**src/rtl/lc3_pkg.sv**
```systemverilog
// Shared types and constants for the LC3 writeback block.
//   REG_W/NREGS/RIDX_W : register-file geometry
//   CC_N/CC_Z/CC_P     : bit positions inside a packed {N,Z,P} vector
//   wb_entry_t         : one buffered MEM-stage result
//   nzp_of()           : condition-code vector for a result value
package lc3_pkg;

   localparam int unsigned REG_W  = 16;
   localparam int unsigned NREGS  = 8;
   localparam int unsigned RIDX_W = 3;

   localparam int unsigned CC_N = 2;
   localparam int unsigned CC_Z = 1;
   localparam int unsigned CC_P = 0;
   localparam logic [2:0] CC_RESET = 3'b010;

   typedef struct packed {
      logic [RIDX_W-1:0] dr;
      logic [REG_W-1:0]  data;
      logic              ld_reg;
      logic              ld_cc;
   } wb_entry_t;

   localparam int unsigned ENTRY_W = $bits(wb_entry_t);

   // Exactly one bit set: negative, zero or positive.
   function automatic logic [2:0] nzp_of(input logic [REG_W-1:0] d);
      logic [2:0] r;
      r = '0;
      if (d[REG_W-1]) begin
         r[CC_N] = 1'b1;
      end else if (d == '0) begin
         r[CC_Z] = 1'b1;
      end else begin
         r[CC_P] = 1'b1;
      end
      return r;
   endfunction

endpackage

```
**src/rtl/lc3_wb_fifo.sv**
```systemverilog
// Result FIFO between the MEM stage and the register-file write port.
//   clk, rst_n : clock, async active-low reset (empties the FIFO)
//   push_i     : write wdata_i at the tail (ignored when full)
//   pop_i      : drop the head entry (ignored when empty)
//   wdata_i    : packed wb_entry_t
//   head_o     : packed head entry, valid only while !empty_o
//   full_o     : no free slot
//   empty_o    : no stored entry
module lc3_wb_fifo
   import lc3_pkg::*;
#(
   parameter int unsigned DEPTH = 2
) (
   input  logic               clk,
   input  logic               rst_n,
   input  logic               push_i,
   input  logic               pop_i,
   input  logic [ENTRY_W-1:0] wdata_i,
   output logic [ENTRY_W-1:0] head_o,
   output logic               full_o,
   output logic               empty_o
);

   localparam int unsigned PTR_W = $clog2(DEPTH);
   localparam int unsigned CNT_W = PTR_W + 1;

   logic [ENTRY_W-1:0] mem_q [DEPTH];
   logic [PTR_W-1:0]   wr_ptr_q, wr_ptr_d;
   logic [PTR_W-1:0]   rd_ptr_q, rd_ptr_d;
   logic [CNT_W-1:0]   count_q, count_d;
   logic               push_ok, pop_ok;

   assign full_o  = (count_q == CNT_W'(DEPTH));
   assign empty_o = (count_q == '0);
   assign push_ok = push_i && !full_o;
   assign pop_ok  = pop_i && !empty_o;
   assign head_o  = mem_q[rd_ptr_q];

   // DEPTH is a power of two, so pointer overflow is the modulo wrap.
   always_comb begin
      wr_ptr_d = wr_ptr_q;
      rd_ptr_d = rd_ptr_q;
      count_d  = count_q;
      if (push_ok) begin
         wr_ptr_d = wr_ptr_q + PTR_W'(1);
      end
      if (pop_ok) begin
         rd_ptr_d = rd_ptr_q + PTR_W'(1);
      end
      if (push_ok && !pop_ok) begin
         count_d = count_q + CNT_W'(1);
      end else if (pop_ok && !push_ok) begin
         count_d = count_q - CNT_W'(1);
      end
   end

   always_ff @(posedge clk or negedge rst_n) begin
      if (!rst_n) begin
         wr_ptr_q <= '0;
         rd_ptr_q <= '0;
         count_q  <= '0;
      end else begin
         wr_ptr_q <= wr_ptr_d;
         rd_ptr_q <= rd_ptr_d;
         count_q  <= count_d;
      end
   end

   // Storage needs no reset: the count gates everything read from it.
   always_ff @(posedge clk) begin
      if (push_ok) begin
         mem_q[wr_ptr_q] <= wdata_i;
      end
   end

endmodule

```
**src/rtl/lc3_writeback.sv**
```systemverilog
// LC3 register-file write port: buffers MEM results, commits one per cycle,
// maintains NZP and a per-register pending-write scoreboard for decode.
//   wb_*      : MEM-stage result channel (valid/ready)
//   rf_hold_i : external owner of the write port, blocks commit
//   rf_*_o    : register-file write interface, driven from the FIFO head
//   cc_*_o    : condition codes
//   dec_*_i   : decode claims and source registers
//   hz*/fwd*  : stall and forward indications for the two sources
//   busy_o    : per-register pending count != 0
//   sb_err_o  : sticky scoreboard over/underflow
module lc3_writeback
   import lc3_pkg::*;
#(
   parameter int unsigned DEPTH  = 2,
   parameter int unsigned PEND_W = 2
) (
   input  logic              clk,
   input  logic              rst_n,
   input  logic              wb_valid_i,
   output logic              wb_ready_o,
   input  logic [2:0]        wb_dr_i,
   input  logic [15:0]       wb_data_i,
   input  logic              wb_ld_reg_i,
   input  logic              wb_ld_cc_i,
   input  logic              rf_hold_i,
   output logic [15:0]       rf_data_o,
   output logic [2:0]        rf_dr_o,
   output logic              rf_ld_o,
   output logic              cc_n_o,
   output logic              cc_z_o,
   output logic              cc_p_o,
   input  logic              dec_claim_i,
   input  logic [2:0]        dec_claim_dr_i,
   input  logic [2:0]        dec_sr1_i,
   input  logic [2:0]        dec_sr2_i,
   output logic              hz1_o,
   output logic              hz2_o,
   output logic              fwd1_o,
   output logic              fwd2_o,
   output logic [15:0]       fwd_data_o,
   output logic [NREGS-1:0]  busy_o,
   output logic              sb_err_o
);

   localparam logic [PEND_W-1:0] CntMax = '1;
   localparam logic [PEND_W-1:0] CntOne = PEND_W'(1);

   wb_entry_t          in_entry, head;
   logic [ENTRY_W-1:0] head_vec;
   logic               full, empty, commit, retire;

   logic [2:0]         cc_q, cc_d;
   logic [PEND_W-1:0]  cnt_q [NREGS];
   logic [PEND_W-1:0]  cnt_d [NREGS];
   logic               err_q, err_d;
   logic [NREGS-1:0]   claim_vec, retire_vec;

   assign in_entry = '{dr: wb_dr_i, data: wb_data_i, ld_reg: wb_ld_reg_i, ld_cc: wb_ld_cc_i};

   lc3_wb_fifo #(
      .DEPTH (DEPTH)
   ) u_fifo (
      .clk     (clk),
      .rst_n   (rst_n),
      .push_i  (wb_valid_i),
      .pop_i   (commit),
      .wdata_i (in_entry),
      .head_o  (head_vec),
      .full_o  (full),
      .empty_o (empty)
   );

   assign head       = wb_entry_t'(head_vec);
   assign wb_ready_o = !full;
   assign commit     = !empty && !rf_hold_i;
   assign retire     = commit && head.ld_reg;

   assign rf_data_o  = head.data;
   assign rf_dr_o    = head.dr;
   assign rf_ld_o    = retire;
   assign fwd_data_o = head.data;

   // Condition codes
   assign cc_d   = (commit && head.ld_cc) ? nzp_of(head.data) : cc_q;
   assign cc_n_o = cc_q[CC_N];
   assign cc_z_o = cc_q[CC_Z];
   assign cc_p_o = cc_q[CC_P];

   // Scoreboard
   assign claim_vec  = dec_claim_i ? (NREGS'(1) << dec_claim_dr_i) : '0;
   assign retire_vec = retire ? (NREGS'(1) << head.dr) : '0;

   always_comb begin
      err_d = err_q;
      for (int unsigned r = 0; r < NREGS; r++) begin
         cnt_d[r] = cnt_q[r];
         // A claim and a retire on the same edge cancel out.
         if (claim_vec[r] && !retire_vec[r]) begin
            if (cnt_q[r] == CntMax) begin
               err_d = 1'b1;
            end else begin
               cnt_d[r] = cnt_q[r] + CntOne;
            end
         end else if (retire_vec[r] && !claim_vec[r]) begin
            if (cnt_q[r] == '0) begin
               err_d = 1'b1;
            end else begin
               cnt_d[r] = cnt_q[r] - CntOne;
            end
         end
      end
   end

   always_comb begin
      busy_o = '0;
      for (int unsigned r = 0; r < NREGS; r++) begin
         busy_o[r] = (cnt_q[r] != '0);
      end
   end

   assign sb_err_o = err_q;

   // Forwarding only clears the stall when the committing write is the last
   // one outstanding; an older write to the same register is not the value
   // decode needs.
   assign fwd1_o = retire && (head.dr == dec_sr1_i);
   assign fwd2_o = retire && (head.dr == dec_sr2_i);
   assign hz1_o  = busy_o[dec_sr1_i] && !(fwd1_o && cnt_q[dec_sr1_i] == CntOne);
   assign hz2_o  = busy_o[dec_sr2_i] && !(fwd2_o && cnt_q[dec_sr2_i] == CntOne);

   always_ff @(posedge clk or negedge rst_n) begin
      if (!rst_n) begin
         cc_q  <= CC_RESET;
         err_q <= 1'b0;
         for (int unsigned r = 0; r < NREGS; r++) begin
            cnt_q[r] <= '0;
         end
      end else begin
         cc_q  <= cc_d;
         err_q <= err_d;
         for (int unsigned r = 0; r < NREGS; r++) begin
            cnt_q[r] <= cnt_d[r];
         end
      end
   end

endmodule

```
**config.mk**
```make
export PLATFORM = sky130hd
export DESIGN_NAME = lc3_writeback
export DESIGN_NICKNAME = d
export VERILOG_FILES = /design/src/rtl/lc3_pkg.sv /design/src/rtl/lc3_wb_fifo.sv /design/src/rtl/lc3_writeback.sv
export SDC_FILE = /design/constraint.sdc
export NUM_CORES = 1
export LEC_CHECK = 0
export ABC_AREA = 1
export BUFFER_PORTS_ARGS = -buffer_cell sky130_fd_sc_hd__buf_4
export CAP_MARGIN = 5
export CORE_ASPECT_RATIO = 0.8
export CORE_UTILIZATION = 50
export DETAILED_ROUTE_END_ITERATION = 6
export GPL_ROUTABILITY_DRIVEN = 1
export HOLD_SLACK_MARGIN = 0.03
export PLACE_DENSITY = 0.74
export SYNTH_ARGS = -nofsm -noshare
export SYNTH_HDL_FRONTEND = slang
export SYNTH_SLANG_ARGS = --single-unit
```
**constraint.sdc**
```tcl
create_clock -name clk -period 5.6 [get_ports clk]
set_input_delay 0.56 -clock clk [delete_from_list [all_inputs] [get_ports clk]]
set_output_delay 0.56 -clock clk [all_outputs]
set_load 0.005 [all_outputs]
```
==> results.toml <==
[yosys]
ys_seq_area_frac = 0.469
synth_cells = 506
ys_top_cells_by_area = "edfxtp_1 (32%), dfrtp_1 (14%), nand2_1 (13%), inv_1 (6.8%), nor2_1 (6.6%)"
synth_area_leader_cell = "edfxtp_1"
synth-main-ff-cell = "edfxtp_1"
yosys-top-cells-count = "nand2_1 (135), inv_1 (72), nor2_1 (70)"
avgSynthCellArea_um2 = 7.85
synth_warnings = 0
synth_edf_count = 42
synth.most_common_cell = "nand2_1"
syn-num-nets = 558
async_reset_ff_frac = 0.364
ys_seq_elements = 66
synth_top_cell_area_share = 0.318
netlist_area_mm2 = 0.00397
ys_types = 31

[timing]
drv_slew = 0
tns_ns = 0
fmax_ghz = 0.296
fin_crit_sh = 0.603
hold_violations = 0
relSlewSlack = 0.272
worst_pin_slew_ns = 1.09
setup_viol = 0
min_period_ns = 3.38
worst_clock_skew_ns = 0.00776
rsz0062_at_grt = "no"

[global_route]
grtUsageMet2 = 0.376
grt_max_degree = 25
overflow = 0
antenna_found_initial = 0
grtUsageMet3 = 0.0715
use_met1 = 0.335
grt_pass1_vias = 3124
track_usage = 0.245
top_usage_layer = "met2"
grt_pass1_wl_um = 14900

[clock_tree]
htreeDepth = 3
clkTransAtPathRegs_ns = 0.07
cts_tree = "built"
clock-root-buffer = "clkbuf_8"
cts_sinks = 66
post_cts_buffers = 0
postCtsHoldBufs = 0
cts_buffers = 9
clk_latency_ns = 0.35
cts_resized = 0
clock_tree.buffer_depth = 2

[die]
die_area_mm2 = 0.00830
num_rows = 28
start_util = 0.527
pin_count = 88
die-width_um = 102
coreArea_mm2 = 0.00753
dieHeight_um = 81.7

[pwr]
powerDensity_mw_per_mm2 = 466
peakVddDrop_mv = 0.319
p_leak_uw = 0.00230
power_uw = 2250

[finish]
areaGrowthSynthToFinish_pct = 21.5
post-route-util = 0.640
multiInputGateArea_mm2 = 0.00163
nets = 631
nFillCells = 682
fin_cells = 689
antenna_cells = 0
seqCellArea_mm2 = 0.00186
drive_gt1_frac = 0.216

[place]
port_buffers = 87
gp_congestion = 0.906
dp.cells = 673
dp_hpwl_um = 7350

[detailed_routing]
drc = 0
avgViaCountPerCell = 5.07
drt_first_pass_iters = 5
wl_per_cell_um = 13.8
vias = 3495
drtIter0Drc = 173
postRouteAntennaNets = 0
routed_wl_um = 9530

[job]
drv_cap = 0

[critical_path]
worstPathMaxFanout = 24
worstSetupPathType = "reg -> out"
critical_path_arrival_ns = 2.82
cp.required_ns = 5.04
cp-start-kind = "flop"
end_kind = "output port"

[min_path]
hold_path.class = "in -> async"

[outcome]
status = "completed"
==> routing by layer <==
layer | vias up | wire, um
met5 | - | 0
met4 | 0 | 118
met3 | 14 | 699
met2 | 125 | 4280
met1 | 1617 | 4430
li1 | 1739 | -
==> through the flow <==
stage / cell area, um^2 / worst slack [ns] / hold WS [ns]
detailed placement: 4580 / 2.59 / 0.467
finish: 4820 / 2.22 / 0.107
global route: 4820 / 2.04 / 0.114
global placement: 4580 / 2.77 / 0.468
floorplan: 3970 / 3.56 / 0.264
CTS: 4820 / 2.25 / 0.107
==> cell usage in the layout (no fill, tap or decap), types with 3 or more instances in the layout <==
master	synthesis	final
nor2_2	10	12
a31oi_1	4	4
buf_4	18	87
nand2_1	135	135
a21oi_1	7	7
dfrtp_1	23	23
clkbuf_8	0	9
nand3_1	39	39
o31ai_1	4	4
nor3_1	6	6
bufinv_16	0	3
and2_1	7	7
o21ai_0	17	17
ha_1	17	17
inv_1	72	72
inv_2	8	8
nor2_1	70	68
xnor2_1	3	3
o22ai_1	3	3
edfxtp_1	42	42
==> sequential cells by signal, summed over array words and instances, names as in the netlist <==
name	cells
u_fifo.mem_q	42
sb_err_o	1
cc_q	3
u_fifo.count_q	2
cnt_q	16
u_fifo.wr_ptr_q	1
u_fifo.rd_ptr_q	1
==> worst paths after layout <==
path                                  from             endpoint  slack (ns)  depth (start not counted)
setup / recovery           u_fifo.rd_ptr_q               fwd1_o        2.22                          6
hold / removal                       rst_n             cnt_q[1]        0.11                          1
setup reg to reg           u_fifo.rd_ptr_q            cnt_q[10]        2.58                         14
hold reg to reg                    cc_q[1]              cc_q[1]        0.48                          2
max in group asynchronous            rst_n              cc_q[1]        5.20                          1
min in group clk             wb_data_i[14]  u_fifo.mem_q[0][16]        0.39                          1
==> worst max-delay path, cell delays in order, from the launching register on <==
cell     delay, ns
dfrtp_1       0.88
inv_2         0.38
nand2_1       0.20
and2_1        0.23
nor2_1        0.07
nor4_1        0.50
buf_4         0.21
==> power by group <==
group          switching [uW]  internal (uW)  total [uW]
registers                 122            664         786
logic                     549            427         976
clock network             188            297         485
total                     859           1390        2250
==> cell type report <==
| class | instances | area share |
|---|---|---|
| well taps | 105 | 0.0272 |
| clock buffers | 10 | 0.0265 |
| clock inverters | 6 | 0.0239 |
| inverters | 80 | 0.0623 |
| flip-flops and latches | 66 | 0.386 |
| repair buffers | 87 | 0.135 |
| multi-input cells | 335 | 0.338 |
==> logic make-up (layout without fill, tap and decap cells) <==
kind of cell,count (synthesis),after routing,share of synthesized area
AOI/OAI and AO/OA,38,38,0.0548
xor gates and xnor gates,5,5,0.0110
adders and majority gates,17,17,0.0536
buffers and inverters,105,183,0.121
DFF,66,66,0.469
and+or+nand+nor,275,275,0.290
No activity file was read; power rests on OpenSTA's default activity.
